===== src/rtl/addr_gen_bkt_head_pkg.sv =====
// Shared geometry for the path-walk bucket index generator.
// Holds DRAM burst/row constants, the bucket-size functions and the
// subtree-height helpers used to pack buckets into DRAM rows.
package addr_gen_bkt_head_pkg;

  localparam int DDRBstLen    = 8;                      // beats per burst
  localparam int DDRDWidth    = 64;                     // DQ bits per beat
  localparam int DDRBurstBits = DDRBstLen * DDRDWidth;  // bits per burst
  localparam int DDRRowBursts = 16;                     // bursts per DRAM row

  // Header: optional IV plus per-block valid bit, program address and leaf,
  // rounded up to whole encryption chunks, then to whole bursts.
  function automatic int bkt_hsize_drbursts(int B, int U, int L, int Z,
                                            int BED, int IV);
    int hbits;
    hbits = ((IV != 0) ? BED : 0) + Z * (1 + U + L);
    if (BED > 0) hbits = ((hbits + BED - 1) / BED) * BED;
    if (B < 0) hbits = 0;  // B never negative; keeps argument lists uniform
    return (hbits + DDRBurstBits - 1) / DDRBurstBits;
  endfunction

  // Whole bucket: header bursts plus Z data blocks.
  function automatic int bkt_size_drbursts(int B, int U, int L, int Z,
                                           int BED, int IV);
    return bkt_hsize_drbursts(B, U, L, Z, BED, IV) +
           (Z * B + DDRBurstBits - 1) / DDRBurstBits;
  endfunction

  // Subtree height h = max(1, floor(log2(rowbursts/bktsize + 1))).
  function automatic int st_levels(int bkt_bursts);
    int v;
    int lg;
    v  = DDRRowBursts / ((bkt_bursts > 0) ? bkt_bursts : 1) + 1;
    lg = $clog2(v + 1) - 1;
    return (lg < 1) ? 1 : lg;
  endfunction

  // Root subtree takes the leftover levels: r = (L mod h) + 1.
  function automatic int root_levels(int L, int h);
    return (L % h) + 1;
  endfunction

  // Width of the level counter; must hold L+1 (the idle marker).
  function automatic int lvl_width(int L);
    return $clog2(L) + 1;
  endfunction

  localparam int BktSize_DRBursts  = bkt_size_drbursts(512, 32, 10, 5, 64, 1);
  localparam int BktHSize_DRBursts = bkt_hsize_drbursts(512, 32, 10, 5, 64, 1);
  localparam int STLevels          = st_levels(BktSize_DRBursts);
  localparam int RootLevels        = root_levels(10, STLevels);

endpackage


===== src/rtl/addr_gen_bkt_head_if.sv =====
// Bundle of the walk control pulses and the per-level index outputs.
// Start and Enable are single-cycle pulses sampled on the rising clock edge
// (no ready back-pressure): Start latches leaf and restarts at the root,
// Enable advances one level; outputs are registered and show the result on
// the cycle after the pulse.
interface addr_gen_bkt_head_if
  import addr_gen_bkt_head_pkg::*;
#(
  parameter int ORAML = 10
) ();
  localparam int ORAMLogL = lvl_width(ORAML);

  logic                Start;
  logic                Enable;
  logic [ORAML-1:0]    leaf;
  logic [ORAMLogL-1:0] currentLevel;
  logic [ORAML+1:0]    BktIdx;
  logic [ORAML:0]      STIdx;
  logic [ORAML:0]      BktIdxInST;
  logic [ORAML:0]      BktID;

  modport master (
    output Start, Enable, leaf,
    input  currentLevel, BktIdx, STIdx, BktIdxInST, BktID
  );

  modport slave (
    input  Start, Enable, leaf,
    output currentLevel, BktIdx, STIdx, BktIdxInST, BktID
  );
endinterface


===== src/rtl/addr_gen_bkt_head_bkt_id_gen.sv =====
// Logical (heap-numbered) bucket ID tracker along the same root-to-leaf path.
// Stops advancing after ORAML steps so stray Enables never overflow the ID.
module addr_gen_bkt_head_bkt_id_gen
  import addr_gen_bkt_head_pkg::*;
#(
  parameter int ORAML = 10
) (
  input  logic             Clock,
  input  logic             Reset,
  input  logic             ReStart,
  input  logic             Enable,
  input  logic [ORAML-1:0] leaf,
  output logic [ORAML:0]   BktID
);
  localparam int LW = lvl_width(ORAML);
  localparam logic [LW-1:0] CNT_DONE = LW'(ORAML);

  logic [ORAML:0]   r_id;
  logic [ORAML-1:0] r_leaf_sh;
  logic [LW-1:0]    r_cnt;
  logic [ORAML:0]   w_bext;

  // Current path bit widened to the ID width.
  always_comb begin
    w_bext = {{ORAML{1'b0}}, r_leaf_sh[0]};
  end

  // Heap walk: restart at ID 0, each step moves to child 2*ID+1+bit.
  always_ff @(posedge Clock) begin
    if (Reset) begin
      r_id      <= '0;
      r_leaf_sh <= '0;
      r_cnt     <= CNT_DONE;
    end else if (ReStart) begin
      r_id      <= '0;
      r_leaf_sh <= leaf;
      r_cnt     <= '0;
    end else if (Enable && (r_cnt < CNT_DONE)) begin
      r_id      <= (r_id << 1) + {{ORAML{1'b0}}, 1'b1} + w_bext;
      r_leaf_sh <= r_leaf_sh >> 1;
      r_cnt     <= r_cnt + LW'(1);
    end
  end

  assign BktID = r_id;
endmodule


===== src/rtl/addr_gen_bkt_head.sv =====
// Path-walk bucket index generator: steps from the root toward the latched
// leaf and reports the subtree-packed physical slot of each visited bucket.
// Lower subtrees hold 2^h-1 buckets in 2^h slots; the root subtree is r tall.
module addr_gen_bkt_head
  import addr_gen_bkt_head_pkg::*;
#(
  parameter int ORAMB         = 512,
  parameter int ORAMU         = 32,
  parameter int ORAML         = 10,
  parameter int ORAMZ         = 5,
  parameter int BEDWidth      = 64,
  parameter int EnableIV      = 1,
  parameter int STLevelsForce = 0   // nonzero overrides the derived subtree height
) (
  input  logic          Clock,
  input  logic          Reset,
  addr_gen_bkt_head_if.slave bus
);
  localparam int BKT = bkt_size_drbursts(ORAMB, ORAMU, ORAML, ORAMZ,
                                         BEDWidth, EnableIV);
  localparam int H   = (STLevelsForce > 0) ? STLevelsForce : st_levels(BKT);
  localparam int R   = root_levels(ORAML, H);
  localparam int LW  = lvl_width(ORAML);
  localparam int NW  = ORAML + 1;

  localparam logic [LW-1:0] LVL_DONE   = LW'(ORAML + 1);
  localparam logic [LW-1:0] LVL_LAST   = LW'(ORAML);
  localparam logic [LW-1:0] ROOT_LLAST = LW'(R - 1);
  localparam logic [LW-1:0] ST_LLAST   = LW'(H - 1);
  localparam logic [NW-1:0] ROOT_BASE  = NW'((1 << (R - 1)) - 1);
  localparam logic [NW-1:0] ST_BASE    = NW'((1 << (H - 1)) - 1);
  localparam logic [NW-1:0] ONE        = NW'(1);
  localparam logic [NW-1:0] ROOT_OFS   = NW'(1 + (1 << R));

  logic [LW-1:0]    r_level;
  logic [LW-1:0]    r_lvl_in_st;
  logic [NW-1:0]    r_st_idx;
  logic [NW-1:0]    r_in_st;
  logic [ORAML-1:0] r_leaf_sh;

  logic [NW-1:0]    w_bext;
  logic             w_root;
  logic             w_cross;
  logic [NW-1:0]    w_pos;
  logic [NW-1:0]    w_st_next;
  logic [NW-1:0]    w_in_next;
  logic             w_active;
  logic             w_step;
  logic [NW:0]      w_bkt_idx;

  // Next-index math for one step; crossing happens at the last local level.
  always_comb begin
    w_bext    = {{ORAML{1'b0}}, r_leaf_sh[0]};
    w_root    = (r_st_idx == '0);
    w_cross   = (r_lvl_in_st == (w_root ? ROOT_LLAST : ST_LLAST));
    w_pos     = ((r_in_st - (w_root ? ROOT_BASE : ST_BASE)) << 1) + w_bext;
    w_st_next = w_root ? (ONE + w_pos)
                       : (ROOT_OFS + ((r_st_idx - ONE) << H) + w_pos);
    w_in_next = w_cross ? '0 : ((r_in_st << 1) + ONE + w_bext);
    w_active  = bus.Enable && (r_level <= LVL_LAST);
    w_step    = w_active && (r_level != LVL_LAST);
    w_bkt_idx = ({1'b0, r_st_idx} << H) + {1'b0, r_in_st};
  end

  // Walk state: reset > start > enable; the final enable only goes idle.
  always_ff @(posedge Clock) begin
    if (Reset) begin
      r_level     <= LVL_DONE;
      r_lvl_in_st <= '0;
      r_st_idx    <= '0;
      r_in_st     <= '0;
      r_leaf_sh   <= '0;
    end else if (bus.Start) begin
      r_level     <= '0;
      r_lvl_in_st <= '0;
      r_st_idx    <= '0;
      r_in_st     <= '0;
      r_leaf_sh   <= bus.leaf;
    end else if (w_active) begin
      r_level <= r_level + LW'(1);
      if (w_step) begin
        r_leaf_sh   <= r_leaf_sh >> 1;
        r_in_st     <= w_in_next;
        r_st_idx    <= w_cross ? w_st_next : r_st_idx;
        r_lvl_in_st <= w_cross ? '0 : (r_lvl_in_st + LW'(1));
      end
    end
  end

  addr_gen_bkt_head_bkt_id_gen #(
    .ORAML(ORAML)
  ) u_bkt_id_gen (
    .Clock  (Clock),
    .Reset  (Reset),
    .ReStart(bus.Start),
    .Enable (bus.Enable),
    .leaf   (bus.leaf),
    .BktID  (bus.BktID)
  );

  assign bus.currentLevel = r_level;
  assign bus.STIdx        = r_st_idx;
  assign bus.BktIdxInST   = r_in_st;
  assign bus.BktIdx       = w_bkt_idx;
endmodule


===== src/flat_wrapper.sv =====
// flat-port wrapper written by rule: the top's interface ports become plain ports
module addr_gen_bkt_head_flat import addr_gen_bkt_head_pkg::*;
#(
  parameter int ORAMB         = 512,
  parameter int ORAMU         = 32,
  parameter int ORAML         = 10,
  parameter int ORAMZ         = 5,
  parameter int BEDWidth      = 64,
  parameter int EnableIV      = 1,
  parameter int STLevelsForce = 0                                                  
)
  (Clock, Reset, bus_Start, bus_Enable, bus_leaf, bus_currentLevel, bus_BktIdx, bus_STIdx, bus_BktIdxInST, bus_BktID);
  addr_gen_bkt_head_if #(.ORAML(ORAML)) bus_i ();
  input  logic Clock;
  input  logic Reset;
  input wire logic [$bits(bus_i.Start)-1:0] bus_Start;
  input wire logic [$bits(bus_i.Enable)-1:0] bus_Enable;
  input wire logic [$bits(bus_i.leaf)-1:0] bus_leaf;
  output wire logic [$bits(bus_i.currentLevel)-1:0] bus_currentLevel;
  output wire logic [$bits(bus_i.BktIdx)-1:0] bus_BktIdx;
  output wire logic [$bits(bus_i.STIdx)-1:0] bus_STIdx;
  output wire logic [$bits(bus_i.BktIdxInST)-1:0] bus_BktIdxInST;
  output wire logic [$bits(bus_i.BktID)-1:0] bus_BktID;
  assign bus_i.Start = bus_Start;
  assign bus_i.Enable = bus_Enable;
  assign bus_i.leaf = bus_leaf;
  assign bus_currentLevel = bus_i.currentLevel;
  assign bus_BktIdx = bus_i.BktIdx;
  assign bus_STIdx = bus_i.STIdx;
  assign bus_BktIdxInST = bus_i.BktIdxInST;
  assign bus_BktID = bus_i.BktID;
  addr_gen_bkt_head #(.ORAMB(ORAMB), .ORAMU(ORAMU), .ORAML(ORAML), .ORAMZ(ORAMZ), .BEDWidth(BEDWidth), .EnableIV(EnableIV), .STLevelsForce(STLevelsForce)) u_core (.Clock(Clock), .Reset(Reset), .bus(bus_i));
endmodule

===== config.mk =====
export PLATFORM = sky130hd
export DESIGN_NAME = addr_gen_bkt_head_flat
export DESIGN_NICKNAME = d
export VERILOG_FILES = /design/src/rtl/addr_gen_bkt_head_pkg.sv /design/src/rtl/addr_gen_bkt_head_if.sv /design/src/rtl/addr_gen_bkt_head_bkt_id_gen.sv /design/src/rtl/addr_gen_bkt_head.sv /design/src/flat_wrapper.sv
export SDC_FILE = /design/constraint.sdc
export NUM_CORES = 1
export LEC_CHECK = 0
export ABC_CLOCK_PERIOD_IN_PS = 3800
export BUFFER_PORTS_ARGS = -buffer_cell sky130_fd_sc_hd__buf_2
export CORE_MARGIN = 2
export CORE_UTILIZATION = 54
export DETAILED_ROUTE_END_ITERATION = 6
export PLACE_DENSITY = 0.76
export SLEW_MARGIN = 20
export SYNTH_ARGS = -nofsm -noshare
export SYNTH_HDL_FRONTEND = slang
export SYNTH_SLANG_ARGS = --single-unit

===== constraint.sdc =====
create_clock -name Clock -period 3.8 [get_ports Clock]
set_clock_uncertainty 0.2 [all_clocks]
set_input_delay 0.57 -clock Clock [delete_from_list [all_inputs] [get_ports Clock]]
set_output_delay 0.57 -clock Clock [all_outputs]
set_load 0.01 [all_outputs]

==> key figures <==
Status
  • Status: completed

Timing
  • Final Critical Period: 3.40 ns
  • Fmax: 0.294 GHz
  • Pins over their slew limit: 0
  • Tcrit/Tclk final: 0.896
  • Slew headroom: 0.429
  • # setup viols final: 0
  • Setup TNS: 0 ns
  • Final hold vios: 0
  • Worst-Margin Slew: 0.855 ns
  • Unrepaired setup endpoints after global routing: false

Synth
  • Yosys top cell area share: 0.329
  • Post-synth EDFFs: 0
  • Post-synth top area cell: dfxtp_1
  • Netlist cell types: 53
  • Asr flop ratio synth: 0
  • Synth Warn #: 0
  • Top-count cell post-synth: dfxtp_1
  • Syn Nets: 555
  • Ranking of synthesized cells by area: dfxtp_1, ha_1, xnor2_1, nand2_1, nor2_1
  • Cells after Synth: 503
  • Post-Syn Area per Cell: 8.22 µm²
  • #FFs+latches synth: 68
  • Ys flop type: dfxtp_1
  • Post-synthesis sequential area ratio: 0.329
  • Synth cell count leaders: dfxtp_1, nand2_1, nor2_1, ha_1, a21oi_1
  • Syn Std Cell Area: 4130 µm²

Clocking
  • Root Driver: clkbuf_8
  • Clock Pin Slew Worst Setup and Hold Paths: 0.08 ns
  • Clock Path Buffers: 2
  • H-tree depth: 3
  • Hold buffer count at cts: 0
  • CTS tree: yes
  • Post-CTS setup repair buffer count: 0
  • Clk_lat worst skew: 0.35 ns
  • Post-cts sizing count: 0
  • CTS Sinks: 68
  • Cts bufs inserted: 9

Floorplanning
  • Core ar.: 7330 µm²
  • Initial Util: 0.564
  • Die H: 91.5 µm
  • Die X: 91.5 µm
  • Ports: 64
  • DIE AREA: 8370 µm²
  • Row count: 31

Drt
  • Initial drt markers: 209
  • Via Count: 3709
  • Drt via density: 5.60
  • Routed Antenna Nets: 0
  • Routed WL: 9380 µm
  • WL per Instance: 14.2 µm
  • DRC Markers: 0
  • Detailed Routing Iterations Pass 1: 4

Placement
  • # port buffers: 63
  • Gpl congestion: 0.923
  • Post-DP HPWL: 6780 µm

Final layout
  • N_diodes: 0
  • Layout cells sized above 1: 0.163
  • Final Net Count: 610
  • Fillers: 656
  • Area grow syn2layout: 13.1%

Min path
  • Hold Crit Depth: 2
  • Hold Startpoint: u_core.u_bkt_id_gen.r_leaf_sh[9]
  • Min-Delay Path Class: flop to flop

Global routing
  • Antenna violations before repair: 0
  • GRT Total Usage: 0.231
  • Largest net degree at the start of global routing: 33
  • Total gr overflow: 0
  • Vias in the first global route: 3509
  • First-pass GRT wire length: 16000 µm

Worst setup path
  • Cell depth of the worst flop-to-flop path: 12
  • CP Data Required Time: 3.03 ns
  • Worst Setup SP: u_core.bus.BktIdxInST[1]
  • R2r startpoint: u_core.bus.STIdx[1]
  • Crit Path Max Fanout: 9
  • Critical path capture point type: output pin
  • Crit path DAT: 2.63 ns
  • Startpoint Class: flop
  • Critical Setup Path Class: flop to output pin

Pwr
  • Pwr dens: 370 nW/µm²
  • Lkg Pwr: 2.03 nW
  • Peak VDD IR: 0.000210 V
  • Total power: 1.73 mW

Flow run
  • Max-Cap Viols: 0
## per-stage QoR
stage	instance area [µm²]	utilization	hold WS [ns]	std cells	worst slack [ns]
6_report	4670	0.638	0.271	662	0.396
5_1_grt	4670	0.638	0.296	662	0.234
4_1_cts	4670	0.638	0.272	662	0.404
3_5_place_dp	4480	0.612	0.259	646	0.782
3_3_place_gp	4480	0.612	0.250	646	0.852
2_1_floorplan	4130	-	0.236	503	1.03
## cells in the final DEF, fill, tap and decap left out, drive strengths merged, types with 3 or more instances in the layout
master	synthesis	final
dfxtp	68	68
buf	5	67
nand2	64	64
nor2	51	51
ha	36	36
a21oi	32	32
xnor2	28	28
nand3	26	26
a31oi	22	22
xor2	20	20
inv	17	18
o21ai	15	15
o21bai	14	14
nor3	13	13
a211oi	12	12
clkbuf	18	10
nand2b	8	8
and3	4	4
nor2b	4	4
nand4	4	4
a22oi	4	4
mux2i	3	3
a21o	3	3
and2	3	3
a41oi	3	3
## report_power, final
| part | leakage [nW] | internal [mW] | switching, mW |
|---|---|---|---|
| logic | 1.38 | 0.147 | 0.215 |
| registers | 0.556 | 0.743 | 0.0313 |
| clock network | 0.0927 | 0.303 | 0.291 |
| total | 2.03 | 1.19 | 0.537 |
## cell type report
class | count | area [µm²] | share of cell area
repair buffers | 67 | 345 | 0.0739
well taps | 99 | 124 | 0.0265
multi-input cells | 395 | 2590 | 0.554
flip-flops and latches | 68 | 1360 | 0.291
clock buffers | 10 | 128 | 0.0273
clock inverters | 6 | 63.8 | 0.0137
inverters | 17 | 63.8 | 0.0137
## per-layer routing
layer  global-route usage  share of wire
met5                    0              0
met4               0.0770          0.014
met3               0.0290          0.048
met2                0.379           0.46
met1                0.312           0.48
## worst paths after layout
check / endpoint / slack (ns)
worst max register to register: u_core.bus.STIdx[9] / 0.74
worst max-delay path: bus_BktIdx[11] / 0.40
worst min register to register: u_core.u_bkt_id_gen.r_leaf_sh[9] / 0.27
worst min-delay path: u_core.u_bkt_id_gen.r_leaf_sh[9] / 0.27
## cell families after synthesis
kind of cell / synth area share
fa+ha+maj: 0.119
buf+inv: 0.0445
simple gates: 0.221
compound gates: 0.178
xor+xnor: 0.102
mux: 0.00726
flops: 0.329
## flip-flops by register name (all words and copies together) (netlist names)
register,cells
u_core.bus.BktIdxInST,11
u_core.bus.STIdx,11
u_core.bus.currentLevel,5
u_core.r_leaf_sh,10
u_core.r_lvl_in_st,5
u_core.u_bkt_id_gen.BktID,11
u_core.u_bkt_id_gen.r_cnt,5
u_core.u_bkt_id_gen.r_leaf_sh,10
## critical path: stages (launching register included)
cell	delay [ns]
dfxtp_1	0.53
ha_1	0.23
inv_1	0.06
fa_1	0.40
nor2b_1	0.11
o21ai_0	0.10
a21oi_1	0.23
o41a_1	0.23
mux2i_1	0.20
nand3_1	0.07
buf_2	0.14
(Power assumes the default switching activity.)
